`src/rtl/hamming_decoder_if.sv`:
```
// rtl/hamming_decoder_if.sv - byte stream handshake bundle for the SECDED decoder
interface hamming_decoder_if;
  logic       in_valid;
  logic [7:0] in_data;
  logic       in_ready;
  logic       out_valid;
  logic [7:0] out_data;
  logic       out_ready;

  // Producer/consumer side (memory reader and writer, or a testbench)
  modport master (
    output in_valid,
    output in_data,
    output out_ready,
    input  in_ready,
    input  out_valid,
    input  out_data
  );

  // Decoder side
  modport slave (
    input  in_valid,
    input  in_data,
    input  out_ready,
    output in_ready,
    output out_valid,
    output out_data
  );
endinterface

```
`src/rtl/hamming_decoder.sv`:
```
// rtl/hamming_decoder.sv - byte-serial SECDED Hamming(16,11) decoder with error counters
module hamming_decoder #(
  parameter int CNT_W = 8
) (
  input  logic             clk,
  input  logic             rst,
  hamming_decoder_if.slave bus,
  output logic             busy,
  output logic [CNT_W-1:0] corr_count,
  output logic [CNT_W-1:0] dbl_count
);

  typedef enum logic [2:0] {
    RX_LO  = 3'd0,
    RX_HI  = 3'd1,
    DECODE = 3'd2,
    TX_LO  = 3'd3,
    TX_HI  = 3'd4
  } state_t;

  localparam logic [1:0] FLAG_NONE = 2'b00;
  localparam logic [1:0] FLAG_CORR = 2'b01;
  localparam logic [1:0] FLAG_DBL  = 2'b10;

  state_t state;
  state_t state_next;

  // Received code word: bit 0 is overall parity, bit i is Hamming position i
  logic [15:0] word;
  // Registered decode result presented during the two TX states
  logic [10:0] data;
  logic [1:0]  flags;

  // Combinational decode of the current word (only consumed in DECODE)
  logic [3:0]  syndrome;
  logic        parity;
  logic [15:0] fixed;
  logic [10:0] data_next;
  logic [1:0]  flags_next;

  localparam logic [CNT_W-1:0] CNT_MAX = '1;

  // Syndrome / overall parity classification and single-bit correction
  always_comb begin
    syndrome   = '0;
    parity     = ^word;
    fixed      = word;
    flags_next = FLAG_NONE;
    for (int i = 1; i < 16; i++) begin
      if (word[i]) begin
        syndrome = syndrome ^ 4'(i);
      end
    end
    if (parity) begin
      // Odd overall parity means exactly one flipped bit; syndrome 0 points at p0,
      // whose flip leaves the data positions untouched.
      flags_next = FLAG_CORR;
      if (syndrome != 4'd0) begin
        fixed[syndrome] = ~word[syndrome];
      end
    end else if (syndrome != 4'd0) begin
      // Even parity with a non-zero syndrome: two flips, not correctable
      flags_next = FLAG_DBL;
    end
    data_next = {fixed[15:9], fixed[7:5], fixed[3]};
  end

  // State register
  always_ff @(posedge clk or posedge rst) begin
    if (rst) begin
      state <= RX_LO;
    end else begin
      state <= state_next;
    end
  end

  // Next-state and handshake/output decode
  always_comb begin
    state_next    = state;
    bus.in_ready  = 1'b0;
    bus.out_valid = 1'b0;
    bus.out_data  = 8'h00;
    busy          = 1'b1;
    case (state)
      RX_LO: begin
        bus.in_ready = 1'b1;
        busy         = 1'b0;
        if (bus.in_valid) begin
          state_next = RX_HI;
        end
      end
      RX_HI: begin
        bus.in_ready = 1'b1;
        if (bus.in_valid) begin
          state_next = DECODE;
        end
      end
      DECODE: begin
        state_next = TX_LO;
      end
      TX_LO: begin
        bus.out_valid = 1'b1;
        bus.out_data  = data[7:0];
        if (bus.out_ready) begin
          state_next = TX_HI;
        end
      end
      TX_HI: begin
        bus.out_valid = 1'b1;
        bus.out_data  = {flags, 3'b000, data[10:8]};
        if (bus.out_ready) begin
          state_next = RX_LO;
        end
      end
      default: begin
        state_next = RX_LO;
      end
    endcase
  end

  // Byte capture into the word register and result registration in DECODE
  always_ff @(posedge clk or posedge rst) begin
    if (rst) begin
      word  <= '0;
      data  <= '0;
      flags <= FLAG_NONE;
    end else begin
      if (state == RX_LO && bus.in_valid) begin
        word[7:0] <= bus.in_data;
      end
      if (state == RX_HI && bus.in_valid) begin
        word[15:8] <= bus.in_data;
      end
      if (state == DECODE) begin
        data  <= data_next;
        flags <= flags_next;
      end
    end
  end

  // Saturating event counters, bumped once per decoded word
  always_ff @(posedge clk or posedge rst) begin
    if (rst) begin
      corr_count <= '0;
      dbl_count  <= '0;
    end else if (state == DECODE) begin
      if (flags_next == FLAG_CORR && corr_count != CNT_MAX) begin
        corr_count <= corr_count + 1'b1;
      end
      if (flags_next == FLAG_DBL && dbl_count != CNT_MAX) begin
        dbl_count <= dbl_count + 1'b1;
      end
    end
  end

endmodule

```
`src/flat_wrapper.sv`:
```
// flat-port wrapper written by rule: the top's interface ports become plain ports
module hamming_decoder_flat 
#(
  parameter int CNT_W = 8
)
  (clk, rst, busy, corr_count, dbl_count, bus_in_valid, bus_in_data, bus_out_ready, bus_in_ready, bus_out_valid, bus_out_data);
  hamming_decoder_if bus_i ();
  input  logic clk;
  input  logic rst;
  output logic busy;
  output logic [CNT_W-1:0] corr_count;
  output logic [CNT_W-1:0] dbl_count;
  input wire logic [$bits(bus_i.in_valid)-1:0] bus_in_valid;
  input wire logic [$bits(bus_i.in_data)-1:0] bus_in_data;
  input wire logic [$bits(bus_i.out_ready)-1:0] bus_out_ready;
  output wire logic [$bits(bus_i.in_ready)-1:0] bus_in_ready;
  output wire logic [$bits(bus_i.out_valid)-1:0] bus_out_valid;
  output wire logic [$bits(bus_i.out_data)-1:0] bus_out_data;
  assign bus_i.in_valid = bus_in_valid;
  assign bus_i.in_data = bus_in_data;
  assign bus_i.out_ready = bus_out_ready;
  assign bus_in_ready = bus_i.in_ready;
  assign bus_out_valid = bus_i.out_valid;
  assign bus_out_data = bus_i.out_data;
  hamming_decoder #(.CNT_W(CNT_W)) u_core (.clk(clk), .rst(rst), .bus(bus_i), .busy(busy), .corr_count(corr_count), .dbl_count(dbl_count));
endmodule
```
`config.mk`:
```
export PLATFORM = sky130hd
export DESIGN_NAME = hamming_decoder_flat
export DESIGN_NICKNAME = d
export VERILOG_FILES = /design/src/rtl/hamming_decoder_if.sv /design/src/rtl/hamming_decoder.sv /design/src/flat_wrapper.sv
export SDC_FILE = /design/constraint.sdc
export NUM_CORES = 1
export LEC_CHECK = 0
export ABC_CLOCK_PERIOD_IN_PS = 5900
export CAP_MARGIN = 0
export CORE_ASPECT_RATIO = 0.8
export CORE_UTILIZATION = 30
export CTS_CLUSTER_SIZE = 28
export DETAILED_ROUTE_END_ITERATION = 12
export GPL_ROUTABILITY_DRIVEN = 0
export GPL_TIMING_DRIVEN = 1
export PLACE_DENSITY = 0.56
export SYNTH_ARGS = -nofsm -noshare
export SYNTH_HDL_FRONTEND = slang
export SYNTH_SLANG_ARGS = --single-unit
```
`constraint.sdc`:
```
create_clock -name clk -period 5.9 [get_ports clk]
set_input_delay 1.18 -clock clk [delete_from_list [all_inputs] [get_ports clk]]
set_output_delay 1.18 -clock clk [all_outputs]
set_load 0.02 [all_outputs]
```
== Yosys cells after proc, flatten, opt, wreduce, memory -nomap -nowiden ==
Cells that the tools add are included.
Operators by class
  add/subtract/negate cells: 2
  magnitude comparators: 2
  equality and inequality tests: 12
  multiplexer cells: 33
  bitwise gates (word level): 15
  reduce and logical (&&, ||, !) cells: 13
Operator list (count)
  16-bit two-way mux: 2
  4-bit two-way mux: 8
  3-bit two-way mux: 8
  8-bit by 1-bit adder with 8-bit output, second input constant: 2
  16-bit bitwise mux: 1
  8-bit != test, second input constant: 2
  8-bit one-hot mux with 2 select lines: 1
  16-bit XOR reduction: 1
  3-bit one-hot mux with 5 select lines: 1
  2-bit inverter: 6
  3-bit inverter: 4
  2-bit two-way mux: 4
  2-bit != test, second input constant: 4
  3-bit by 2-bit == test with 1-bit output, second input constant: 2
  1-bit two-way mux: 6
  1-bit logical AND: 5
  4-bit by 5-bit less-than comparator with 1-bit output, second input constant: 1
  1-bit binary-select mux with 4-bit select: 1
  1-bit demux with 4-bit select: 1
  4-bit by 1-bit >= comparator with 1-bit output, second input constant: 1
  4-bit inverter: 1
  2-bit AND reduction: 2
  4-bit AND reduction: 1
  4-bit nonzero test: 1
  other kinds (8): 11
Storage, ports and cells
  bits in registers: 48
  bits of input ports: 12
  logic and storage cells: 84

== Depth between registers and ports, before layout ==
Gate-level depths: netlist of run 1.
  depth after elaboration: 33
  mapped depth: 9
  gate-level depth less buffers: 7

== Least setup slack after synthesis of run 1 ==
OpenSTA, ideal clock, no wires.
  path kind: reg-to-reg
  start: reg u_core.word[7]
  end: reg u_core.data[6]
  library setup time: 0.082 ns
  arrival: 2.491 ns
  required time: 5.818 ns
  path slack: 3.327 ns
  stages on the path, launching flop included: 9
  buffers on the path: 1
  cell sequence: dfrtp_1 > buf_4 > xnor2_1 > xnor3_2 > xnor2_4 > mux2_2 > or3_1 > and3b_4 > a22oi_2
On the way
  cells in the longest elaborated chain, start to end: 20
  elaborated cells on any way between the ends: 29
  classes of those cells: order compare: 2; mux: 16; bitwise: 8; reduce/logical: 3
RTL lines
  from (decl): line hamming_decoder.sv:29  | logic [15:0] word;
  from (signal assigned): line hamming_decoder.sv:129  | word[7:0] <= bus.in_data;
  3-bit two-way mux: line hamming_decoder.sv:50  | if (word[i]) begin
  4-bit two-way mux: line hamming_decoder.sv:50
  2-bit inverter (no line) or 4-bit two-way mux (tied branches)
  4-bit two-way mux or 2-bit inverter (tied branches)
  4-bit two-way mux: line hamming_decoder.sv:50
  3-bit inverter (no line) or 2-bit inverter (tied branches)
  4-bit two-way mux: line hamming_decoder.sv:50
  4-bit two-way mux or 3-bit inverter (tied branches)
  [4 not listed]
  4-bit two-way mux: line hamming_decoder.sv:50
  4-bit by 5-bit less-than comparator with 1-bit output (not written as such) or 4-bit by 1-bit >= comparator with 1-bit output (tied branches): line hamming_decoder.sv:59  | fixed[syndrome] = ~word[syndrome];
  1-bit logical AND (not written as such): line hamming_decoder.sv:59
  1-bit two-way mux (not written as such): line hamming_decoder.sv:59
  1-bit demux with 4-bit select
  16-bit bitwise mux: line hamming_decoder.sv:59
  16-bit two-way mux: line hamming_decoder.sv:58  | if (syndrome != 4'd0) begin
  16-bit two-way mux (*): line hamming_decoder.sv:54  | if (parity) begin
  to (signal assigned): line hamming_decoder.sv:135  | data <= data_next;
  to (decl): line hamming_decoder.sv:31  | logic [10:0] data;
Mark *: on every way between the ends. The rest lies on a longest branch, timed or not. The select of a mux whose other input is x is not followed.
A chain may end at the register's enable or synchronous reset.

== Worst setup path in the final report of run 1 ==
  start: reg u_core.state[0]
  end: out bus_out_data[0]
On the way
  cells in the longest elaborated chain, start to end: 2
  elaborated cells on any way between the ends: 3
  classes of those cells: eq/ne: 2; mux: 1
RTL lines
  from (decl): line hamming_decoder.sv:25  | state_t state;
  from (signal assigned): line hamming_decoder.sv:73  | state <= state_next;
  3-bit == test or 3-bit by 2-bit == test with 1-bit output (tied branches): line hamming_decoder.sv:84  | case (state)
  8-bit one-hot mux with 2 select lines (*): line hamming_decoder.sv:84
  to (decl): line flat_wrapper.sv:18  | output wire logic [$bits(bus_i.out_data)-1:0] bus_out_data;
Mark *: on every way between the ends. The rest lies on a longest branch, timed or not.

==> results of run 1 <==
cell usage after synthesis (2+ instances only):
cell type and number:
sky130_fd_sc_hd__nand4_1 6, sky130_fd_sc_hd__a22oi_2 3, sky130_fd_sc_hd__buf_4 3, sky130_fd_sc_hd__and3_1 4
sky130_fd_sc_hd__a21oi_1 9, sky130_fd_sc_hd__mux2i_1 3, sky130_fd_sc_hd__clkbuf_1 6, sky130_fd_sc_hd__nor2_1 14
sky130_fd_sc_hd__nand2b_1 5, sky130_fd_sc_hd__a31oi_1 5, sky130_fd_sc_hd__or2_2 2, sky130_fd_sc_hd__xnor2_1 20
sky130_fd_sc_hd__o31ai_1 3, sky130_fd_sc_hd__xor2_1 17, sky130_fd_sc_hd__mux2_2 18, sky130_fd_sc_hd__dfrtp_1 48
sky130_fd_sc_hd__inv_1 6, sky130_fd_sc_hd__nand3_1 7, sky130_fd_sc_hd__and2_1 5, sky130_fd_sc_hd__nand2_1 24
sky130_fd_sc_hd__o21ai_0 13, sky130_fd_sc_hd__and4_1 2, sky130_fd_sc_hd__xor2_2 2, sky130_fd_sc_hd__o22ai_1 3
sky130_fd_sc_hd__ha_1 2, sky130_fd_sc_hd__or3_1 3, sky130_fd_sc_hd__a211oi_1 3, sky130_fd_sc_hd__xnor2_2 5
sky130_fd_sc_hd__nor3_1 6, sky130_fd_sc_hd__nand3b_1 2, sky130_fd_sc_hd__nor4_1 3, sky130_fd_sc_hd__a22o_1 5
registers in the layout, indices dropped and copies added (netlist names):
signal / count
u_core.word: 16
u_core.data: 11
u_core.corr_count: 8
u_core.dbl_count: 8
u_core.state: 3
u_core.flags: 2
layout make-up:
cell class              instances  area, um2
clock inverters                 2      38.79
well taps                     115      143.9
flip-flops and latches         48       1201
repair buffers                 38      380.4
clock buffers                   6      138.9
fillers                       910       5655
multi-input cells             210       1612
inverters                       6      22.52
worst max path at each step:
| stage | from | end | slack, ns |
|---|---|---|---|
| finish | u_core.state[0] | bus_out_data[0] | 2.40 |
| global route | u_core.state[1] | bus_out_data[1] | 2.22 |
| CTS | u_core.state[0] | bus_out_data[0] | 2.36 |
| detailed placement | u_core.state[0] | bus_out_data[0] | 2.68 |
| global placement | u_core.state[0] | bus_out_data[0] | 2.67 |
| floorplan | u_core.word[7] | u_core.data[6] | 3.33 |
worst max-delay path: stages (launching register included):
cell and delay, ns:
sky130_fd_sc_hd__dfrtp_1 0.46, sky130_fd_sc_hd__nor3b_1 0.72, sky130_fd_sc_hd__a22o_1 0.23, sky130_fd_sc_hd__clkdlybuf4s50_1 0.61
routing by layer:
metal / up-vias / share of wire (%)
met2: 66 / 41
met4: 0 / 1.5
met1: 1060 / 51
met5: - / 0
met3: 12 / 5.8
li1: 1054 / -
logic make-up after synthesis:
logic type	synth area share, %
and+or+nand+nor	15.87
AOI/OAI and AO/OA	12.36
DFF	41.63
xor gates and xnor gates	17.78
muxes	8.977
buffers and inverters	2.515
adders and majority gates	0.8672
stage by stage:
stage	util [%]	area [um2]	hold WS, ns
6_report	38.48	3537	0.4840
5_1_grt	38.48	3537	0.5133
4_1_cts	38.48	3537	0.4910
3_5_place_dp	36.55	3359	0.4757
3_3_place_gp	36.55	3359	0.4659
2_1_floorplan	-	2885	0.4502
==> impl_metrics.py, run 1 <==
metrics = {
    "clock_network": {
        "cts-root-buf": "sky130_fd_sc_hd__clkbuf_16",
        "cts_sinks": 48,
        "numCtsBuffers": 5,
        "cts_tree": "built",
        "post_cts_hold_buffer_count": 0,
        "h-tree-depth": 2,
        "worst_setup_hold_path_clk_slew_ns": 0.07,
        "cts_resized": 0,
        "cts-root-to-sink-buffers": 2,
        "insertion_delay_ns": 0.29,
        "post-cts-setup-buffers": 0,
    },
    "routing": {
        "avgViaCountPerCell": 5.158,
        "routed-via-count": 2192,
        "dr.pass1.iters": 8,
        "antenna_violating_nets_left": 0,
        "drt-initial-drc-count": 161,
        "drt-wirelength-per-cell_um": 14.79,
        "drt_drc_violations_left": 6,
        "route.final.wire_length_um": 6286,
    },
    "yosys": {
        "syn_inst": 274,
        "synth-edff-count": 0,
        "ys.flop_type": "sky130_fd_sc_hd__dfrtp_1",
        "synth_seq_cells": 48,
        "yosysTopAreaCellShare_pct": 41.63,
        "proportion_of_synthesized_chip_area_in_sequential_cells_pct": 41.63,
        "yosys.area.top_type": "sky130_fd_sc_hd__dfrtp_1",
        "post_synth_instance_area_um2": 2885,
        "avgSynthCellArea_um2": 10.53,
        "synth_warnings": 0,
        "synth.area.top_cells": "sky130_fd_sc_hd__dfrtp_1 42%, sky130_fd_sc_hd__mux2_2 7.0%, sky130_fd_sc_hd__xnor2_1 6.1%",
        "postSynthNetCount": 288,
        "synthDistinctLibCells": 49,
        "postSynth.asyncResetShare_pct": 100.0,
    },
    "timing": {
        "fmax_ghz": 0.2858,
        "setup-violations-final": 0,
        "fin_skew_ns": 0.004842,
        "setup_tns_ns": 0,
        "worst_slew_pin_slew_ns": 0.9937,
        "slew_headroom_pct": 33.66,
        "final.setup.worst_slack_ns": 2.401,
        "grt_setup_unrepaired": "no",
        "timing.final.crit_period_ns": 3.499,
        "report.final.slew_viol_count": 0,
        "finalHoldViolCount": 0,
        "fin_crit_sh_pct": 59.30,
    },
    "grt": {
        "grt_use_met3_pct": 3.102,
        "grt_pass1_vias": 2082,
        "aggregate_global_route_resource_usage_pct": 13.68,
        "antenna_violations_before_repair": 0,
        "maximum_number_of_pins_on_one_net_before_global_route_repair": 49,
        "grt.overflow.total": 0,
        "wire_length_of_the_first_global_routing_pass_um": 10830,
        "busiest_layer": "met1",
        "grt.met2_usage_pct": 19.46,
        "met1_usage_pct": 20.41,
    },
    "placement": {
        "place_worst_setup_slack_ns": 2.675,
        "numPortBuffers": 38,
        "post-dp-hpwl_um": 4813,
        "numPlacedInstances": 417,
    },
    "worst_setup_path": {
        "worstPathMaxFanout": 9,
        "timing_worst_setup_path_type": "register to primary output",
        "worst_r2r_startpoint": "u_core.word[15]",
        "worst_setup_path_start_kind": "register",
        "cp-end-kind": "primary output",
        "r2r-end": "u_core.dbl_count[1]",
        "ff2ff_setup_slack_ns": 2.98,
        "worstPathArrival_ns": 2.32,
        "worst-endpoint-required_ns": 4.72,
        "worst_r2r_path_depth": 6,
    },
    "floorplan": {
        "die_area_um2": 10020,
        "fp.dieW_um": 111.6,
        "core_area_um2": 9193,
        "floorplan.rows": 31,
        "io_pins": 39,
        "start_util_pct": 31.39,
        "overall_die_height_um": 89.72,
    },
    "status": {
        "failed_checks": "DRC",
        "outcome": "complete, but fails checks",
    },
    "hold_path": {
        "hold_end": "u_core.data[1]",
        "hp-class": "register to register",
        "hold-path-cell-count": 2,
        "hp-start": "u_core.data[1]",
    },
    "layout": {
        "instances_no_fill": 425,
        "antenna-diode-count": 0,
        "most_frequent_standard_cell_in_the_layout_excluding_fill_and_tap_cells": "sky130_fd_sc_hd__dfrtp_1",
        "area_delta_synth_final_pct": 22.59,
        "layout_common_cells": "48 x sky130_fd_sc_hd__dfrtp_1, 38 x sky130_fd_sc_hd__clkdlybuf4s50_1, 24 x sky130_fd_sc_hd__nand2_1",
        "final_net_count": 323,
        "drive_gt1_share_pct": 14.19,
    },
    "run": {
        "maxCapViolCount": 0,
    },
}
Power of run 1 is left out: the tool's default activity adds up to more than one toggle a clock period on the data nets, which glitch-free logic cannot reach.
==> inputs of run 2 (changes only) <==
- ABC_CLOCK_PERIOD_IN_PS: 5900 -> 3200
- PLACE_DENSITY: 0.56 -> 0.58
- clock period: 5.9 -> 3.2 ns (I/O delays scaled with it)
==> impl_metrics.py, run 2 (synthesis results as in run 1) <==
metrics = {
    "status": {
        "outcome": "complete, but fails checks",
        "failed_checks": "DRC",
    },
    "worst_setup_path": {
        "timing_worst_setup_path_type": "register to register",
        "worst_setup_path_startpoint": "u_core.word[15]",
        "cp_common_cell": "sky130_fd_sc_hd__xnor2_2",
        "worstPathArrival_ns": 3.03,
        "worst_r2r_startpoint": "u_core.word[15]",
        "cp_num_buf_inv": 0,
        "worst_setup_path_start_kind": "register",
        "crit_family": "XOR/XNOR gates",
        "ff2ff_setup_slack_ns": 0.34,
        "crit_path_cells": "xnor2_2, xor2_1, xnor2_1, xnor2_2, o311a_1, mux2_2",
        "worstPathMaxFanout": 12,
        "slowest_stage": "sky130_fd_sc_hd__xor2_1",
        "cp-end-kind": "register",
        "worst-endpoint-required_ns": 3.37,
        "timing.critical_path.slowest_cell_delay_ns": 0.69,
    },
    "run": {
        "maxCapViolCount": 0,
    },
    "timing": {
        "worst_slew_pin_slew_ns": 0.8162,
        "fmax_ghz": 0.3497,
        "grt_setup_unrepaired": "no",
        "setup_tns_ns": 0,
        "timing.final.crit_period_ns": 2.859,
        "fin_crit_sh_pct": 89.36,
        "slew_headroom_pct": 45.40,
        "report.final.slew_viol_count": 0,
        "finalHoldViolCount": 0,
        "setup-violations-final": 0,
        "fin_skew_ns": 0.002677,
    },
    "routing": {
        "routed-via-count": 2154,
        "drt_drc_violations_left": 3,
        "dr_wl_met2_um": 2688,
        "dr.pass1.iters": 9,
        "antenna_violating_nets_left": 0,
        "wl_met3_um": 306,
        "drt-initial-drc-count": 147,
        "route.top_layer_used": "met4",
        "avgViaCountPerCell": 5.033,
        "drt-wirelength-per-cell_um": 15.27,
        "route.final.wire_length_um": 6536,
        "detail_route.wirelength.met1_um": 3443,
    },
    "clock_network": {
        "cts-root-buf": "sky130_fd_sc_hd__clkbuf_16",
        "h-tree-depth": 2,
        "worst_setup_hold_path_clk_slew_ns": 0.06,
        "cts-root-to-sink-buffers": 2,
        "post-cts-setup-buffers": 0,
        "insertion_delay_ns": 0.29,
        "post_cts_hold_buffer_count": 0,
        "cts_sinks": 48,
        "numCtsBuffers": 5,
        "cts_resized": 0,
        "cts_tree": "built",
    },
    "layout": {
        "layout_fillers": 902,
        "final_net_count": 326,
        "layout.area.seq_um2": 1201,
        "largest-register": "u_core.word",
        "drive_gt1_share_pct": 14.38,
        "layout_common_cells": "48 x sky130_fd_sc_hd__dfrtp_1, 38 x sky130_fd_sc_hd__clkdlybuf4s50_1, 24 x sky130_fd_sc_hd__nand2_1",
        "reg.largest.list": "u_core.word (16), u_core.data (11)",
        "multiInputGateArea_um2": 1612,
        "area_delta_synth_final_pct": 22.72,
        "largest_register_ffs": 16,
        "antenna-diode-count": 0,
        "most_frequent_standard_cell_in_the_layout_excluding_fill_and_tap_cells": "sky130_fd_sc_hd__dfrtp_1",
    },
    "floorplan": {
        "floorplan.rows": 31,
        "io_pins": 39,
        "core_area_um2": 9193,
        "start_util_pct": 31.39,
        "fp.dieW_um": 111.6,
        "die_area_um2": 10020,
        "overall_die_height_um": 89.72,
    },
    "grt": {
        "aggregate_global_route_resource_usage_pct": 14.08,
        "maximum_number_of_pins_on_one_net_before_global_route_repair": 26,
        "grt.overflow.total": 0,
        "wire_length_of_the_first_global_routing_pass_um": 11220,
        "grt_pass1_vias": 2103,
        "antenna_violations_before_repair": 0,
    },
    "hold_path": {
        "hp-start": "u_core.dbl_count[5]",
        "hp-class": "register to register",
    },
    "placement": {
        "numPortBuffers": 38,
        "post-dp-hpwl_um": 4992,
    },
}
[run 2: cell count changes in the layout (fill, tap and decap cells not counted)]
cell	previous run	this run
sky130_fd_sc_hd__buf_12	0	1
sky130_fd_sc_hd__bufinv_16	1	0
sky130_fd_sc_hd__clkbuf_1	0	2
sky130_fd_sc_hd__buf_4	0	2
sky130_fd_sc_hd__clkinv_4	1	0
[run 2: area by class of cell]
cell class / count / share of cell area [%]
Tap cell: 115 / 4.064
Multi-Input combinational cell: 210 / 45.51
Timing Repair Buffer: 41 / 11.73
Sequential cell: 48 / 33.92
Clock buffer: 8 / 4.134
Inverter: 6 / 0.6360
[run 2: path summary, 6_finish.rpt]
path                                        end  depth (start not counted)
min                         u_core.dbl_count[5]                          1
min in group asynchronous  u_core.corr_count[1]                          2
max reg2reg                 u_core.dbl_count[1]                          6
min reg2reg                 u_core.dbl_count[5]                          1
max                         u_core.dbl_count[1]                          6
max in group asynchronous   u_core.dbl_count[4]                          3
[run 2: metal layers]
metal	vias up	track usage, %
li1	1055	-
met1	1039	21.77
met2	50	19.31
met3	10	2.765
met4	0	4.505
met5	-	0
[run 2: metrics by stage]
step	utilization (%)	setup WS (ns)	hold slack [ns]	instance area (um2)	instances
floorplan	-	0.6266	0.4502	2885	274
global route	38.52	0.1486	0.5233	3541	428
detailed placement	36.93	0.3717	0.4859	3395	420
global placement	36.93	0.4731	0.4712	3395	420
finish	38.52	0.3406	0.4873	3541	428
CTS	38.52	0.3689	0.4944	3541	428
[run 2: worst register-to-register path: stages, from the launching register on]
cell and delay (ns):
sky130_fd_sc_hd__dfrtp_1 0.48, sky130_fd_sc_hd__xnor2_2 0.30, sky130_fd_sc_hd__xor2_1 0.69, sky130_fd_sc_hd__xnor2_1 0.21, sky130_fd_sc_hd__xnor2_2 0.33, sky130_fd_sc_hd__o311a_1 0.38, sky130_fd_sc_hd__mux2_2 0.36
Power of run 2 is left out for the same reason.
==> inputs of run 3 (changes only) <==
- REMOVE_ABC_BUFFERS: default -> 1
==> impl_metrics.py, run 3 (synthesis results as in run 1) <==
metrics = {
    "worst_setup_path": {
        "worstPathArrival_ns": 2.19,
        "crit_path_cells": "nor3b_1, buf_4, a22o_1, clkdlybuf4s50_1",
        "worst_setup_path_start_kind": "register",
        "cp_num_buf_inv": 2,
        "worst-endpoint-required_ns": 2.56,
        "timing_worst_setup_path_type": "register to primary output",
        "cp-end-kind": "primary output",
        "worstPathMaxFanout": 9,
        "timing.critical_path.slowest_cell_delay_ns": 0.61,
        "slowest_stage": "sky130_fd_sc_hd__clkdlybuf4s50_1",
        "crit_family": "buffers and inverters",
    },
    "routing": {
        "antenna_violating_nets_left": 0,
        "drt-initial-drc-count": 166,
        "routed-via-count": 2176,
        "avgViaCountPerCell": 5.060,
        "dr.pass1.iters": 8,
        "drt-wirelength-per-cell_um": 15.67,
        "drt_drc_violations_left": 4,
        "route.final.wire_length_um": 6737,
    },
    "timing": {
        "slew_headroom_pct": 46.88,
        "report.final.slew_viol_count": 0,
        "fin_skew_ns": 0.004834,
        "timing.final.crit_period_ns": 2.829,
        "fmax_ghz": 0.3535,
        "setup-violations-final": 0,
        "worst_slew_pin_slew_ns": 0.7940,
        "finalHoldViolCount": 0,
        "setup_tns_ns": 0,
        "grt_setup_unrepaired": "no",
        "fin_crit_sh_pct": 88.40,
    },
    "grt": {
        "grt.overflow.total": 0,
        "maximum_number_of_pins_on_one_net_before_global_route_repair": 29,
        "wire_length_of_the_first_global_routing_pass_um": 11360,
        "antenna_violations_before_repair": 0,
        "grt_pass1_vias": 2077,
        "aggregate_global_route_resource_usage_pct": 14.23,
    },
    "clock_network": {
        "numCtsBuffers": 5,
        "h-tree-depth": 2,
        "cts_resized": 0,
        "worst_setup_hold_path_clk_slew_ns": 0.06,
        "cts_tree": "built",
        "cts-root-buf": "sky130_fd_sc_hd__clkbuf_16",
        "post_cts_hold_buffer_count": 0,
        "cts_sinks": 48,
        "post-cts-setup-buffers": 0,
        "cts-root-to-sink-buffers": 2,
        "insertion_delay_ns": 0.28,
    },
    "run": {
        "maxCapViolCount": 0,
    },
    "status": {
        "outcome": "complete, but fails checks",
        "failed_checks": "DRC",
    },
    "hold_path": {
        "hp-class": "register to register",
    },
    "floorplan": {
        "floorplan.rows": 31,
        "core_area_um2": 9193,
        "overall_die_height_um": 89.72,
        "io_pins": 39,
        "die_area_um2": 10020,
        "start_util_pct": 31.39,
        "fp.dieW_um": 111.6,
    },
    "layout": {
        "antenna-diode-count": 0,
        "layout_common_cells": "48 x sky130_fd_sc_hd__dfrtp_1, 38 x sky130_fd_sc_hd__clkdlybuf4s50_1, 24 x sky130_fd_sc_hd__nand2_1",
        "most_frequent_standard_cell_in_the_layout_excluding_fill_and_tap_cells": "sky130_fd_sc_hd__dfrtp_1",
        "final_net_count": 328,
        "largest_register_ffs": 16,
        "area_delta_synth_final_pct": 22.81,
        "largest-register": "u_core.word",
        "reg.largest.list": "u_core.word (16), u_core.data (11)",
        "drive_gt1_share_pct": 14.92,
    },
    "placement": {
        "post-dp-hpwl_um": 5103,
        "numPortBuffers": 38,
    },
}
[run 3: cell count changes in the layout (fill, tap and decap cells not counted)]
cell,change
sky130_fd_sc_hd__buf_12,-1
sky130_fd_sc_hd__buf_4,+3
[run 3: cell type report]
class	count	area, um2
Fill cell	919	5649
Tap cell	115	143.9
Sequential cell	48	1201
Timing Repair Buffer	43	417.9
Multi-Input combinational cell	210	1612
Clock buffer	8	146.4
Inverter	6	22.52
[run 3: worst register-to-register path: stages, from the launching register on]
cell and delay [ns]:
sky130_fd_sc_hd__dfrtp_1 0.49, sky130_fd_sc_hd__xnor2_1 0.30, sky130_fd_sc_hd__xnor3_2 0.54, sky130_fd_sc_hd__xnor2_4 0.34, sky130_fd_sc_hd__mux2_2 0.37, sky130_fd_sc_hd__or3_1 0.33, sky130_fd_sc_hd__and3b_4 0.22, sky130_fd_sc_hd__a22oi_2 0.15
[run 3: per-layer routing]
metal / GRT usage, % / vias up / routed length [um]
met3: 2.697 / 7 / 322
met2: 18.89 / 49 / 2654
met1: 23.12 / 1065 / 3696
li1: - / 1055 / -
met4: 3.041 / 0 / 63
met5: 0 / - / 0
[run 3: per-stage QoR]
step | instances | setup slack (ns) | utilization (%) | cell area [um2] | hold WS [ns]
floorplan | 264 | 0.6512 | - | 2835 | 0.4502
global placement | 422 | 0.5016 | 36.95 | 3397 | 0.4664
detailed placement | 422 | 0.4150 | 36.95 | 3397 | 0.4773
CTS | 430 | 0.3748 | 38.55 | 3543 | 0.4914
global route | 430 | 0.2317 | 38.55 | 3543 | 0.5117
finish | 430 | 0.3711 | 38.55 | 3543 | 0.4852
[run 3: path summary, 6_finish.rpt]
check | from | endpoint | slack [ns] | depth (start not counted)
hold reg to reg | u_core.data[1] | u_core.data[1] | 0.49 | 2
setup reg to reg | u_core.word[7] | u_core.data[6] | 0.40 | 7
max in group asynchronous | rst | u_core.word[15] | 1.80 | 3
hold / removal | u_core.data[1] | u_core.data[1] | 0.49 | 2
min in group asynchronous | rst | u_core.dbl_count[7] | 0.68 | 2
setup / recovery | u_core.state[0] | bus_out_data[6] | 0.37 | 4
Power of run 3 is left out for the same reason.
